<file path="src/rtl/cpu_pkg.sv">
// Shared CPU front-end definitions.
//   fetch_state_t : fetch sequencer states
//   INSTR_BYTES   : PC increment per sequential fetch
//   NOP_INSTR     : instruction presented to decode while nothing valid is held
package cpu_pkg;

  typedef enum logic [1:0] {
    IDLE  = 2'd0,
    REQ   = 2'd1,
    WAIT  = 2'd2,
    FAULT = 2'd3
  } fetch_state_t;

  localparam int unsigned INSTR_BYTES = 4;
  localparam logic [31:0] NOP_INSTR   = 32'h0000_0013;

endpackage

</file>
<file path="src/rtl/fetch_skid_buf.sv">
// One-entry {instr, pc} holding buffer used when a fetch response arrives while
// decode is still stalled on the previous instruction.
// Ports:
//   clk, rst           : clock, asynchronous active-high reset
//   i_push             : load i_instr/i_pc, entry becomes full
//   i_pop              : entry consumed, becomes empty
//   i_flush            : drop entry (redirect); highest priority
//   i_instr, i_pc      : entry to store
//   o_instr, o_pc      : stored entry
//   o_full             : entry valid
module fetch_skid_buf #(
  parameter int unsigned DATA_WIDTH = 32,
  parameter int unsigned ADDR_WIDTH = 32
) (
  input  logic                  clk,
  input  logic                  rst,
  input  logic                  i_push,
  input  logic                  i_pop,
  input  logic                  i_flush,
  input  logic [DATA_WIDTH-1:0] i_instr,
  input  logic [ADDR_WIDTH-1:0] i_pc,
  output logic [DATA_WIDTH-1:0] o_instr,
  output logic [ADDR_WIDTH-1:0] o_pc,
  output logic                  o_full
);

  logic                  r_full;
  logic [DATA_WIDTH-1:0] r_instr;
  logic [ADDR_WIDTH-1:0] r_pc;

  always_ff @(posedge clk or posedge rst) begin
    if (rst) begin
      r_full  <= 1'b0;
      r_instr <= '0;
      r_pc    <= '0;
    end else if (i_flush) begin
      r_full <= 1'b0;
    end else if (i_push) begin
      r_full  <= 1'b1;
      r_instr <= i_instr;
      r_pc    <= i_pc;
    end else if (i_pop) begin
      r_full <= 1'b0;
    end
  end

  assign o_instr = r_instr;
  assign o_pc    = r_pc;
  assign o_full  = r_full;

endmodule

</file>
<file path="src/rtl/fetch_unit.sv">
// Instruction-fetch stage: owns the PC, issues single-word reads to instruction
// memory (at most one outstanding), hands instr/instr_pc to decode with a
// valid/stall handshake, and redirects to instr_pc + ImmOp on a taken branch.
// Build option: FETCH_MISALIGN_TRAP_EN -- when defined, a redirect to a target
// with nonzero low bits enters a sticky FAULT state; otherwise the target is
// word-aligned by clearing its low two bits and fetch_fault stays 0.
// Ports:
//   clk, rst                 : clock, asynchronous active-high reset
//   PCsrc, ImmOp             : branch taken / offset for the instr at the output
//   stall                    : decode cannot accept this cycle
//   imem_req, imem_addr      : read request and address (= PC)
//   imem_rvalid, imem_rdata  : read response
//   instr, instr_pc          : instruction and its address to decode
//   instr_valid              : instr/instr_pc valid
//   fetch_fault              : misaligned redirect trapped (sticky)
module fetch_unit
  import cpu_pkg::*;
#(
  parameter int unsigned           DATA_WIDTH = 32,
  parameter int unsigned           ADDR_WIDTH = 32,
  parameter logic [ADDR_WIDTH-1:0] RESET_PC   = '0
) (
  input  logic                  clk,
  input  logic                  rst,
  input  logic                  PCsrc,
  input  logic [DATA_WIDTH-1:0] ImmOp,
  input  logic                  stall,
  output logic                  imem_req,
  output logic [ADDR_WIDTH-1:0] imem_addr,
  input  logic                  imem_rvalid,
  input  logic [DATA_WIDTH-1:0] imem_rdata,
  output logic [DATA_WIDTH-1:0] instr,
  output logic [ADDR_WIDTH-1:0] instr_pc,
  output logic                  instr_valid,
  output logic                  fetch_fault
);

  fetch_state_t          r_state, w_state_nxt;
  logic [ADDR_WIDTH-1:0] r_pc, r_req_pc, r_instr_pc;
  logic [DATA_WIDTH-1:0] r_instr;
  logic                  r_valid, r_kill;

  logic                  w_consume, w_redirect, w_issue, w_rsp, w_trap;
  logic                  w_skid_push, w_skid_pop, w_skid_full;
  logic [DATA_WIDTH-1:0] w_skid_instr;
  logic [ADDR_WIDTH-1:0] w_skid_pc, w_imm, w_target_raw, w_target;

  assign w_consume    = r_valid && !stall;
  assign w_redirect   = w_consume && PCsrc;
  assign w_imm        = ADDR_WIDTH'($signed(ImmOp));
  assign w_target_raw = r_instr_pc + w_imm;
  assign w_target     = w_target_raw & ~ADDR_WIDTH'(3);

  // Issue is also held off while a killed read is still in flight so that only
  // one read is ever outstanding and responses stay unambiguous.
  assign w_issue = (r_state == REQ) && !w_skid_full && !r_kill && !w_redirect;
  assign w_rsp   = imem_rvalid && (r_state == WAIT) && !r_kill && !w_redirect;

`ifdef FETCH_MISALIGN_TRAP_EN
  logic r_fault;

  assign w_trap = w_redirect && (w_target_raw[1:0] != 2'b00);

  always_ff @(posedge clk or posedge rst) begin
    if (rst)         r_fault <= 1'b0;
    else if (w_trap) r_fault <= 1'b1;
  end

  assign fetch_fault = r_fault;
`else
  assign w_trap      = 1'b0;
  assign fetch_fault = 1'b0;
`endif

  always_ff @(posedge clk or posedge rst) begin
    if (rst) r_state <= IDLE;
    else     r_state <= w_state_nxt;
  end

  always_comb begin
    w_state_nxt = r_state;
    unique case (r_state)
      IDLE:    w_state_nxt = REQ;
      REQ:     if (w_issue) w_state_nxt = WAIT;
      WAIT:    if (imem_rvalid) w_state_nxt = REQ;
      FAULT:   w_state_nxt = FAULT;
      default: w_state_nxt = IDLE;
    endcase
    if (w_redirect) w_state_nxt = w_trap ? FAULT : REQ;
  end

  always_ff @(posedge clk or posedge rst) begin
    if (rst) begin
      r_pc     <= RESET_PC;
      r_req_pc <= RESET_PC;
    end else if (w_redirect) begin
      r_pc <= w_target;
    end else if (w_issue) begin
      r_req_pc <= r_pc;
      r_pc     <= r_pc + ADDR_WIDTH'(INSTR_BYTES);
    end
  end

  // A redirect while a read is still in flight marks that read's response for discard.
  always_ff @(posedge clk or posedge rst) begin
    if (rst)              r_kill <= 1'b0;
    else if (w_redirect)  r_kill <= (r_state == WAIT) && !imem_rvalid;
    else if (imem_rvalid) r_kill <= 1'b0;
  end

  always_ff @(posedge clk or posedge rst) begin
    if (rst) begin
      r_instr    <= DATA_WIDTH'(NOP_INSTR);
      r_instr_pc <= '0;
      r_valid    <= 1'b0;
    end else if (w_redirect) begin
      r_valid <= 1'b0;
    end else if (w_rsp && (!r_valid || w_consume)) begin
      r_instr    <= imem_rdata;
      r_instr_pc <= r_req_pc;
      r_valid    <= 1'b1;
    end else if (w_consume) begin
      r_valid <= w_skid_full;
      if (w_skid_full) begin
        r_instr    <= w_skid_instr;
        r_instr_pc <= w_skid_pc;
      end
    end
  end

  assign w_skid_push = w_rsp && r_valid && !w_consume;
  assign w_skid_pop  = w_consume && w_skid_full && !w_redirect;

  fetch_skid_buf #(
    .DATA_WIDTH (DATA_WIDTH),
    .ADDR_WIDTH (ADDR_WIDTH)
  ) u_skid (
    .clk     (clk),
    .rst     (rst),
    .i_push  (w_skid_push),
    .i_pop   (w_skid_pop),
    .i_flush (w_redirect),
    .i_instr (imem_rdata),
    .i_pc    (r_req_pc),
    .o_instr (w_skid_instr),
    .o_pc    (w_skid_pc),
    .o_full  (w_skid_full)
  );

  assign imem_req    = w_issue;
  assign imem_addr   = r_pc;
  assign instr       = r_instr;
  assign instr_pc    = r_instr_pc;
  assign instr_valid = r_valid;

endmodule

</file>
<file path="config.mk">
export PLATFORM = sky130hd
export DESIGN_NAME = fetch_unit
export DESIGN_NICKNAME = d
export VERILOG_FILES = /design/src/rtl/cpu_pkg.sv /design/src/rtl/fetch_skid_buf.sv /design/src/rtl/fetch_unit.sv
export SDC_FILE = /design/constraint.sdc
export NUM_CORES = 1
export LEC_CHECK = 0
export ABC_CLOCK_PERIOD_IN_PS = 19000
export CAP_MARGIN = 20
export CORE_MARGIN = 5
export CORE_UTILIZATION = 23
export CTS_CLUSTER_SIZE = 25
export DETAILED_ROUTE_END_ITERATION = 12
export GPL_TIMING_DRIVEN = 0
export PLACE_DENSITY = 0.44
export SETUP_SLACK_MARGIN = 0.02
export SKIP_LAST_GASP = 1
export SLEW_MARGIN = 20
export SYNTH_ARGS = -nofsm -noshare
export SYNTH_HDL_FRONTEND = slang
export SYNTH_SLANG_ARGS = --single-unit
</file>
<file path="constraint.sdc">
create_clock -name clk -period 19 [get_ports clk]
set_input_delay 3.8 -clock clk [delete_from_list [all_inputs] [get_ports clk]]
set_output_delay 3.8 -clock clk [all_outputs]
set_load 0.005 [all_outputs]
</file>
==> results.yml, run 1 <==
status:
  status: "complete, no violations"
synth:
  synth_top_area_cell: "dfrtp_1"
  synth_top_area_share: 0.4844
  yosysWarnings: 0
  synth_flop_cell: "dfrtp_1"
  synth_edf_count: 0
  postSynthCellCount: 892
  synth_seq_cells: 189
  synthArstFlopShare: 1.000
  yosysSeqAreaShare: 0.4926
  syn_area_per_cell_sq_um: 10.77
  synth_cell_types: 62
  synth_area_sq_um: 9608
  synth_area_leaders: "dfrtp_1, mux2_2, mux2i_1"
sta:
  rsz0062_at_grt: "no"
  finalSetupViolCount: 0
  max_freq_mhz: 98.56
  hold_violations: 0
  final.setup.tns_ns: 0
  tightest_slew_ns: 0.9414
  timing.final.ws_setup_ns: 8.853
  fin_crit_sh: 0.5340
  slew_violations: 0
  period_minus_slack_ns: 10.15
  finClkSkew_ns: 0.01182
  slew-limit-headroom: 0.3724
clocking:
  cts-htree-levels: 4
  clk_pin_slew_ns: 0.07
  cts_buffers: 17
  cts_tree: "done"
  cts_setup_buffers: 0
  clock_path_buffers: 2
  hold_buffers: 0
  cts_resized: 0
  cts.sinks: 189
  clockRootBuffer: "clkbuf_16"
  clk_latency_ns: 0.44
drt:
  ant_nets: 0
  drc_errors: 0
  initialDrtViolationCount: 284
  wl_per_cell_um: 18.97
  drt_wl_total_mm: 30.77
  vias_per_cell: 4.539
  vias: 7362
  dr.pass1.iters: 5
grt:
  busiest_layer: "met2"
  use_met1: 0.1762
  grtUsageMet2: 0.2135
  met3_usage: 0.04363
  grt_pass1_wl_mm: 47.84
  overflow: 0
  grt_pass1_vias: 7710
  antenna_found_initial: 2
  grtUsageTotal: 0.1336
  grt_max_degree: 78
critical_path:
  worstPathMaxFanout: 10
  crit_arrival_ns: 6.35
  reg2reg_slack_ns: 16.04
  max_stage_delay_ns: 0.58
  path_cells: "clkdlybuf4s50_1 -> nor2b_1 -> nand2_1 -> nand2_1 -> clkbuf_1 -> inv_1 -> clkdlybuf4s50_1"
  r2r-end: "imem_addr[31]"
  endpoint_kind: "output port"
  startpoint: "stall"
  crit_type: "in -> out"
  crit_required_ns: 15.20
  critPathLaunchType: "input pin"
  rr_worst_depth: 8
  crit_slowest_cell: "clkbuf_1"
  r2r-start: "instr_pc[3]"
layout:
  antennaDiodeCount: 0
  num-fill-cells: 4329
  post_route_cells_drive_above_1_share: 0.1404
  area_delta_synth_final_pct: 30.63
  final_util: 0.3053
  nets: 1176
power:
  clkPwrFrac: 0.188
  ir_drop_mv: 0.06576
  internal_power_uw: 1269
  power.leakage_uw: 0.005238
  power_density_nw_per_um2: 159.8
  power_switching_uw: 736.8
  swShare: 0.3673
  combPwrFrac: 0.437
  p_seq_frac: 0.375
min_path:
  min_to: "u_skid.o_instr[6]"
  worstHoldPathCells: 1
  hold_start: "u_skid.o_instr[6]"
  hp-class: "reg -> reg"
placed_design:
  preCtsSetupSlack_ns: 8.761
  dp.final_hpwl_mm: 22.72
  numPortBuffers: 160
  gp_congestion: 0.7802
die:
  die_y_um: 214.4
  die_x_um: 214.4
  start_util: 0.2337
  row_count: 74
  dieArea_sq_um: 45960
  coreArea_sq_um: 41110
  pin_count: 168
job:
  drv_cap: 0
-- layout by cell type (no fill, tap or decap), types with 6 or more instances in the layout --
cell             Yosys  final
nand4_1             11     11
xor2_1              26     26
buf_2               12     12
o21ai_1              8      8
xnor2_1             25     25
and3_1               9      9
nand2_1             54     54
nor3_1               6      6
clkbuf_16            0     17
dfrtp_1            186    186
mux2i_1             63     63
ha_1                30     30
nand3_1             13     13
a21oi_1             97     97
clkdlybuf4s50_1      0    160
mux2_2              89     89
nor2_1              92     92
a21o_1              12     12
clkbuf_1            24     26
buf_4                6      6
inv_1               14     13
and2_1               6      6
o21ai_0             35     35
-- final cells by class --
| type | count | area [sq um] | area share |
|---|---|---|---|
| sequential | 189 | 4733 | 0.3771 |
| multi-input combinational | 648 | 4631 | 0.3690 |
| timing repair buffer | 162 | 1657 | 0.1320 |
| tap | 532 | 665.6 | 0.05304 |
| clock buffer | 19 | 432.9 | 0.03449 |
| buffer | 45 | 206.4 | 0.01645 |
| clock inverter | 13 | 165.2 | 0.01316 |
| inverter | 14 | 60.06 | 0.004785 |
-- cells by family after synthesis --
group,Yosys count,synth area share
AOI/OAI and AO/OA,189,0.1167
xor gates and xnor gates,51,0.04649
adders and majority gates,30,0.03907
buffers and inverters,59,0.02696
DFF,189,0.4926
muxes,152,0.1699
other,1,0.0003903
and+or+nand+nor,221,0.1078
-- power by group through the flow --
stage	clock network [uW]	registers, uW	logic (uW)
finish	377	753	876
global route	408	781	975
CTS	394	756	893
detailed placement	0	762	888
global placement	0	762	877
floorplan	0	720	509
-- registers in the layout (all words and copies together), names as in the netlist --
signal          cells
r_state             2
imem_addr          30
instr_pc           30
u_skid.o_pc        30
instr_valid         1
r_kill              1
instr              32
u_skid.o_instr     32
u_skid.o_full       1
r_req_pc           30
-- worst max path at each step --
stage,to,slack (ns),cells past startpoint
3_5_place_dp,imem_req,8.76,7
5_1_grt,imem_req,8.64,7
6_report,imem_req,8.85,7
4_1_cts,imem_req,8.75,7
2_1_floorplan,imem_addr[10],10.06,1
3_3_place_gp,instr_pc[16],6.90,2
-- through the flow --
stage,total power [uW],instances,cell area [sq um],hold slack [ns]
final,2006,1622,12550,0.5059
after global routing,2165,1622,12550,0.5166
after CTS,2043,1622,12550,0.5109
after detailed placement,1649,1590,11950,0.4955
after global placement,1639,1588,11890,0.4889
after floorplan,1229,896,9623,0.4666
-- Yosys cell counts (all sizes together), types with 13 or more instances --
cell type,instances
nand2,54
dfrtp,186
a21oi,97
clkbuf,24
o21ai,43
ha,30
mux2i,63
xnor2,25
nand3,13
inv,14
nor2,92
mux2,89
xor2,26
buf,21
-- metal layers --
layer / part of all wire / vias to the layer above
met1: 0.46 / 3631
met2: 0.46 / 159
met3: 0.065 / 23
li1: - / 3545
met5: 0.00068 / -
met4: 0.013 / 4
-- critical path, delay by kind of cell --
| family | cells | cell delay (ns) |
|---|---|---|
| buffers and inverters | 4 | 1.70 |
| and+or+nand+nor | 3 | 0.84 |
Note: power is estimated with default switching activity, not from simulation.
==> run 2, diff against run 1 <==
- ABC_CLOCK_PERIOD_IN_PS: 19000 -> 9100
- PLACE_DENSITY: 0.44 -> 0.46
- clock period: 19 -> 9.1 ns (I/O delays scaled with it)
==> run 2 against run 1 <==
Effect of this change: worst setup slack got worse by 5.8 ns; count of clock-buffer cells in the layout did not move; hold slack improved by 0.0016 ns; final area rose by 0.33%; global-route usage fell by 0.16 points; via count barely moved; flip-flop and latch count did not move; power rose by 110%; clock skew rose by 0.0028 ns; largest cell class unchanged; highest routed layer unchanged.
==> results.yml, run 2 (same netlist as run 1, synthesis figures left out) <==
placed_design:
  dp_cells: 1590
  numPortBuffers: 160
  gp_congestion: 0.8021
  dp.final_hpwl_mm: 22.75
sta:
  finClkSkew_ns: 0.01459
  slew-limit-headroom: 0.4311
  rsz0062_at_grt: "no"
  tightest_slew_ns: 0.8533
  hold_violations: 0
  max_freq_mhz: 165.2
  finalSetupViolCount: 0
  fin_crit_sh: 0.6651
  slew_violations: 0
  finalHoldWorstSlack_ns: 0.5075
  period_minus_slack_ns: 6.053
  final.setup.tns_ns: 0
drt:
  vias: 7364
  ant_nets: 0
  initialDrtViolationCount: 279
  drt_wl_total_mm: 30.53
  vias_per_cell: 4.540
  wl_per_cell_um: 18.82
  drc_errors: 0
  dr.pass1.iters: 5
layout:
  final_common_cell: "dfrtp_1"
  nets: 1176
  layout_common_cells: "dfrtp_1, clkdlybuf4s50_1, a21oi_1, nor2_1, mux2_2"
  final_cell_count_no_fill: 1622
  final_util: 0.3063
  post_route_cells_drive_above_1_share: 0.1414
  num-fill-cells: 4291
  area_delta_synth_final_pct: 31.06
die:
  die_y_um: 214.4
  pin_count: 168
  die_x_um: 214.4
  start_util: 0.2337
  coreArea_sq_um: 41110
  dieArea_sq_um: 45960
  row_count: 74
critical_path:
  crit_arrival_ns: 4.23
  crit_required_ns: 7.28
  endpoint_kind: "output port"
  critPathLaunchType: "input pin"
  worstPathMaxFanout: 10
  rr_worst_depth: 8
  crit_type: "in -> out"
clocking:
  cts.sinks: 189
  clock_path_buffers: 2
  cts_buffers: 17
  clk_latency_ns: 0.45
  cts_resized: 0
  hold_buffers: 0
  clockRootBuffer: "clkbuf_16"
  cts_tree: "done"
  clk_pin_slew_ns: 0.07
  cts_setup_buffers: 0
  cts-htree-levels: 4
min_path:
  hp-class: "reg -> reg"
  worstHoldPathCells: 1
grt:
  grt_pass1_vias: 7577
  overflow: 0
  grt_pass1_wl_mm: 47.41
  grtUsageTotal: 0.1321
  antenna_found_initial: 3
  grt_max_degree: 93
job:
  drv_cap: 0
power:
  power.leakage_uw: 0.005265
  power_uw: 4228
  ir_drop_mv: 0.1478
  power_density_nw_per_um2: 335.8
status:
  status: "complete, no violations"
## run 2: power breakdown
| group | internal, uW | leakage, uW | switching [uW] |
|---|---|---|---|
| Clock | 477 | 0.000306 | 355 |
| Sequential | 1240 | 0.00231 | 333 |
| Combinational | 974 | 0.00265 | 849 |
## run 2: final timing paths
kind	from	to	slack [ns]
worst max-delay path	stall	imem_req	3.05
worst min-delay path	u_skid.o_instr[2]	u_skid.o_instr[2]	0.51
worst max register to register	instr_pc[3]	imem_addr[31]	6.13
worst min register to register	u_skid.o_instr[2]	u_skid.o_instr[2]	0.51
max in group asynchronous	rst	u_skid.o_pc[14]	6.60
min in group asynchronous	rst	instr[16]	1.74
## run 2: cell type report
class / instances / area, sq um / area share
Sequential cell: 189 / 4733 / 0.3759
Multi-Input combinational cell: 648 / 4631 / 0.3677
Timing Repair Buffer: 162 / 1657 / 0.1316
Tap cell: 532 / 665.6 / 0.05286
Clock buffer: 19 / 452.9 / 0.03597
Buffer: 45 / 206.4 / 0.01640
Clock inverter: 12 / 183.9 / 0.01461
Inverter: 14 / 60.06 / 0.004769
Antenna cell: 1 / 2.502 / 0.0001987
## run 2: routing by layer
layer,part of all wire,track usage,vias to the layer above
met3,0.062,0.04348,25
met5,0.0013,0,-
met4,0.014,0.03071,6
met2,0.47,0.2132,151
met1,0.46,0.1729,3655
li1,-,-,3527
## run 2: critical path, stage by stage
cell and delay (ns):
clkdlybuf4s50_1 0.50, nor2b_1 0.23, nand2_1 0.18, nand2_1 0.33, clkbuf_1 0.57, inv_1 0.09, clkdlybuf4s50_1 0.50
## run 2: stage by stage
stage                     cell area (sq um)  worst slack [ns]
after floorplan                        9623             2.143
after global placement                11890            -1.050
after detailed placement              11950             2.931
after CTS                             12590             2.928
after global routing                  12590             2.775
final                                 12590             3.047
==> run 3, diff against run 2 <==
- ABC_CLOCK_PERIOD_IN_PS: 9100 -> 5700
- PLACE_DENSITY: 0.46 -> 0.44
- clock period: 9.1 -> 5.7 ns (I/O delays scaled with it)
==> run 3 against run 2 <==
Effect of this change: first-iteration DRC count is 18% higher; critical endpoint unchanged; routed wire length is 0.57% higher; critical path type unchanged; hold slack better by 0.00075 ns; cell count is 0.37% higher; largest power group unchanged; worst setup slack worse by 2.1 ns; via count is 0.26% lower; non-clock buffer count is 5 higher; critical path depth stayed put.
==> results.yml, run 3 (same netlist as run 1, synthesis figures left out) <==
status:
  status: "complete, no violations"
clocking:
  cts_buffers: 17
  clk_pin_slew_ns: 0.07
  clockRootBuffer: "clkbuf_16"
  cts_tree: "done"
  cts-htree-levels: 4
  cts_setup_buffers: 0
  cts_resized: 0
  clk_latency_ns: 0.45
  clock_path_buffers: 2
  hold_buffers: 0
  cts.sinks: 189
power:
  power_density_nw_per_um2: 528.8
  power.leakage_uw: 0.005280
  power_uw: 6677
  clkPwrFrac: 0.185
  p_seq_frac: 0.377
  power_switching_uw: 2474
  internal_power_uw: 4204
  combPwrFrac: 0.438
  ir_drop_mv: 0.2659
  swShare: 0.3705
critical_path:
  crit_slowest_cell: "clkbuf_1"
  max_stage_delay_ns: 0.60
  critPathLaunchType: "input pin"
  crit_arrival_ns: 3.61
  worstPathMaxFanout: 10
  endpoint_kind: "output port"
  path_cells: "clkdlybuf4s50_1 -> nor2b_1 -> nand2_1 -> nand2_1 -> clkbuf_1 -> inv_1 -> clkdlybuf4s50_1"
  crit_type: "in -> out"
  crit_required_ns: 4.56
  reg2reg_slack_ns: 2.81
sta:
  rsz0062_at_grt: "no"
  finClkSkew_ns: 0.01504
  slew-limit-headroom: 0.4400
  hold_violations: 0
  slew_violations: 0
  fin_crit_sh: 0.8341
  max_freq_mhz: 210.3
  final.setup.tns_ns: 0
  finalSetupViolCount: 0
  tightest_slew_ns: 0.8399
  period_minus_slack_ns: 4.755
layout:
  final_cell_count_no_fill: 1628
  post_route_cells_drive_above_1_share: 0.1452
  layout_common_cells: "dfrtp_1, clkdlybuf4s50_1, a21oi_1, nor2_1, mux2_2"
  area_delta_synth_final_pct: 31.41
  nets: 1181
  final_common_cell: "dfrtp_1"
die:
  coreArea_sq_um: 41110
  die_x_um: 214.4
  dieArea_sq_um: 45960
  start_util: 0.2337
  pin_count: 168
  die_y_um: 214.4
  row_count: 74
drt:
  drt_wl_total_mm: 30.70
  wl_per_cell_um: 18.86
  vias_per_cell: 4.512
  vias: 7345
  dr.pass1.iters: 5
  ant_nets: 0
  drc_errors: 0
  initialDrtViolationCount: 330
grt:
  busiest_layer: "met2"
  antenna_found_initial: 2
  grt_pass1_wl_mm: 48.20
  use_met1: 0.1790
  met3_usage: 0.04588
  grtUsageMet2: 0.2078
  grtUsageTotal: 0.1341
  grt_pass1_vias: 7618
  overflow: 0
  grt_max_degree: 32
job:
  drv_cap: 0
placed_design:
  dp_cells: 1595
  numPortBuffers: 160
  dp.final_hpwl_mm: 23.21
  gp_congestion: 0.8051
min_path:
  hp-class: "reg -> reg"
## run 3: power by group through the flow
stage / sequential, uW / clock (uW) / combinational [uW]
after floorplan: 2400 / 0 / 1700
after global placement: 2540 / 0 / 2930
after detailed placement: 2550 / 0 / 2960
after CTS: 2530 / 1280 / 2980
after global routing: 2620 / 1320 / 3270
final: 2520 / 1230 / 2930
## run 3: worst max-delay path: cells and delay by family
family,cells,cell delay (ns)
buf+inv,4,1.69
simple gates,3,0.78
## run 3: stage by stage
stage	area [sq um]	hold slack (ns)	utilization	setup WS, ns
floorplan	9627	0.4666	-	2.128
global placement	11890	0.4874	0.2893	0.2310
detailed placement	12040	0.4947	0.2929	0.8189
CTS	12620	0.5114	0.3071	0.8228
global route	12620	0.5225	0.3071	0.6582
finish	12630	0.5083	0.3071	0.9455
## run 3: area by class of cell
class                           instances  area, sq um
Fill cell                            4237        28480
Sequential cell                       189         4733
Multi-Input combinational cell        648         4631
Timing Repair Buffer                  167         1749
Tap cell                              532        665.6
Clock buffer                           19        442.9
Buffer                                 45        206.4
Clock inverter                         13        138.9
Inverter                               14        56.30
Antenna cell                            1        2.502
## run 3: path summary, 6_finish.rpt
path / start / to / cells after the start
setup reg to reg: instr_pc[3] / imem_addr[31] / 8
hold reg to reg: u_skid.o_pc[14] / u_skid.o_pc[14] / 1
min in group asynchronous: rst / instr[3] / 2
setup / recovery: stall / imem_req / 7
max in group asynchronous: rst / imem_addr[13] / 5
hold / removal: u_skid.o_pc[14] / u_skid.o_pc[14] / 1
## run 3: per-layer routing
layer | routed length [um] | part of all wire
met1 | 14450 | 0.47
met2 | 13750 | 0.45
met5 | 34 | 0.0011
met4 | 586 | 0.019
met3 | 1886 | 0.061
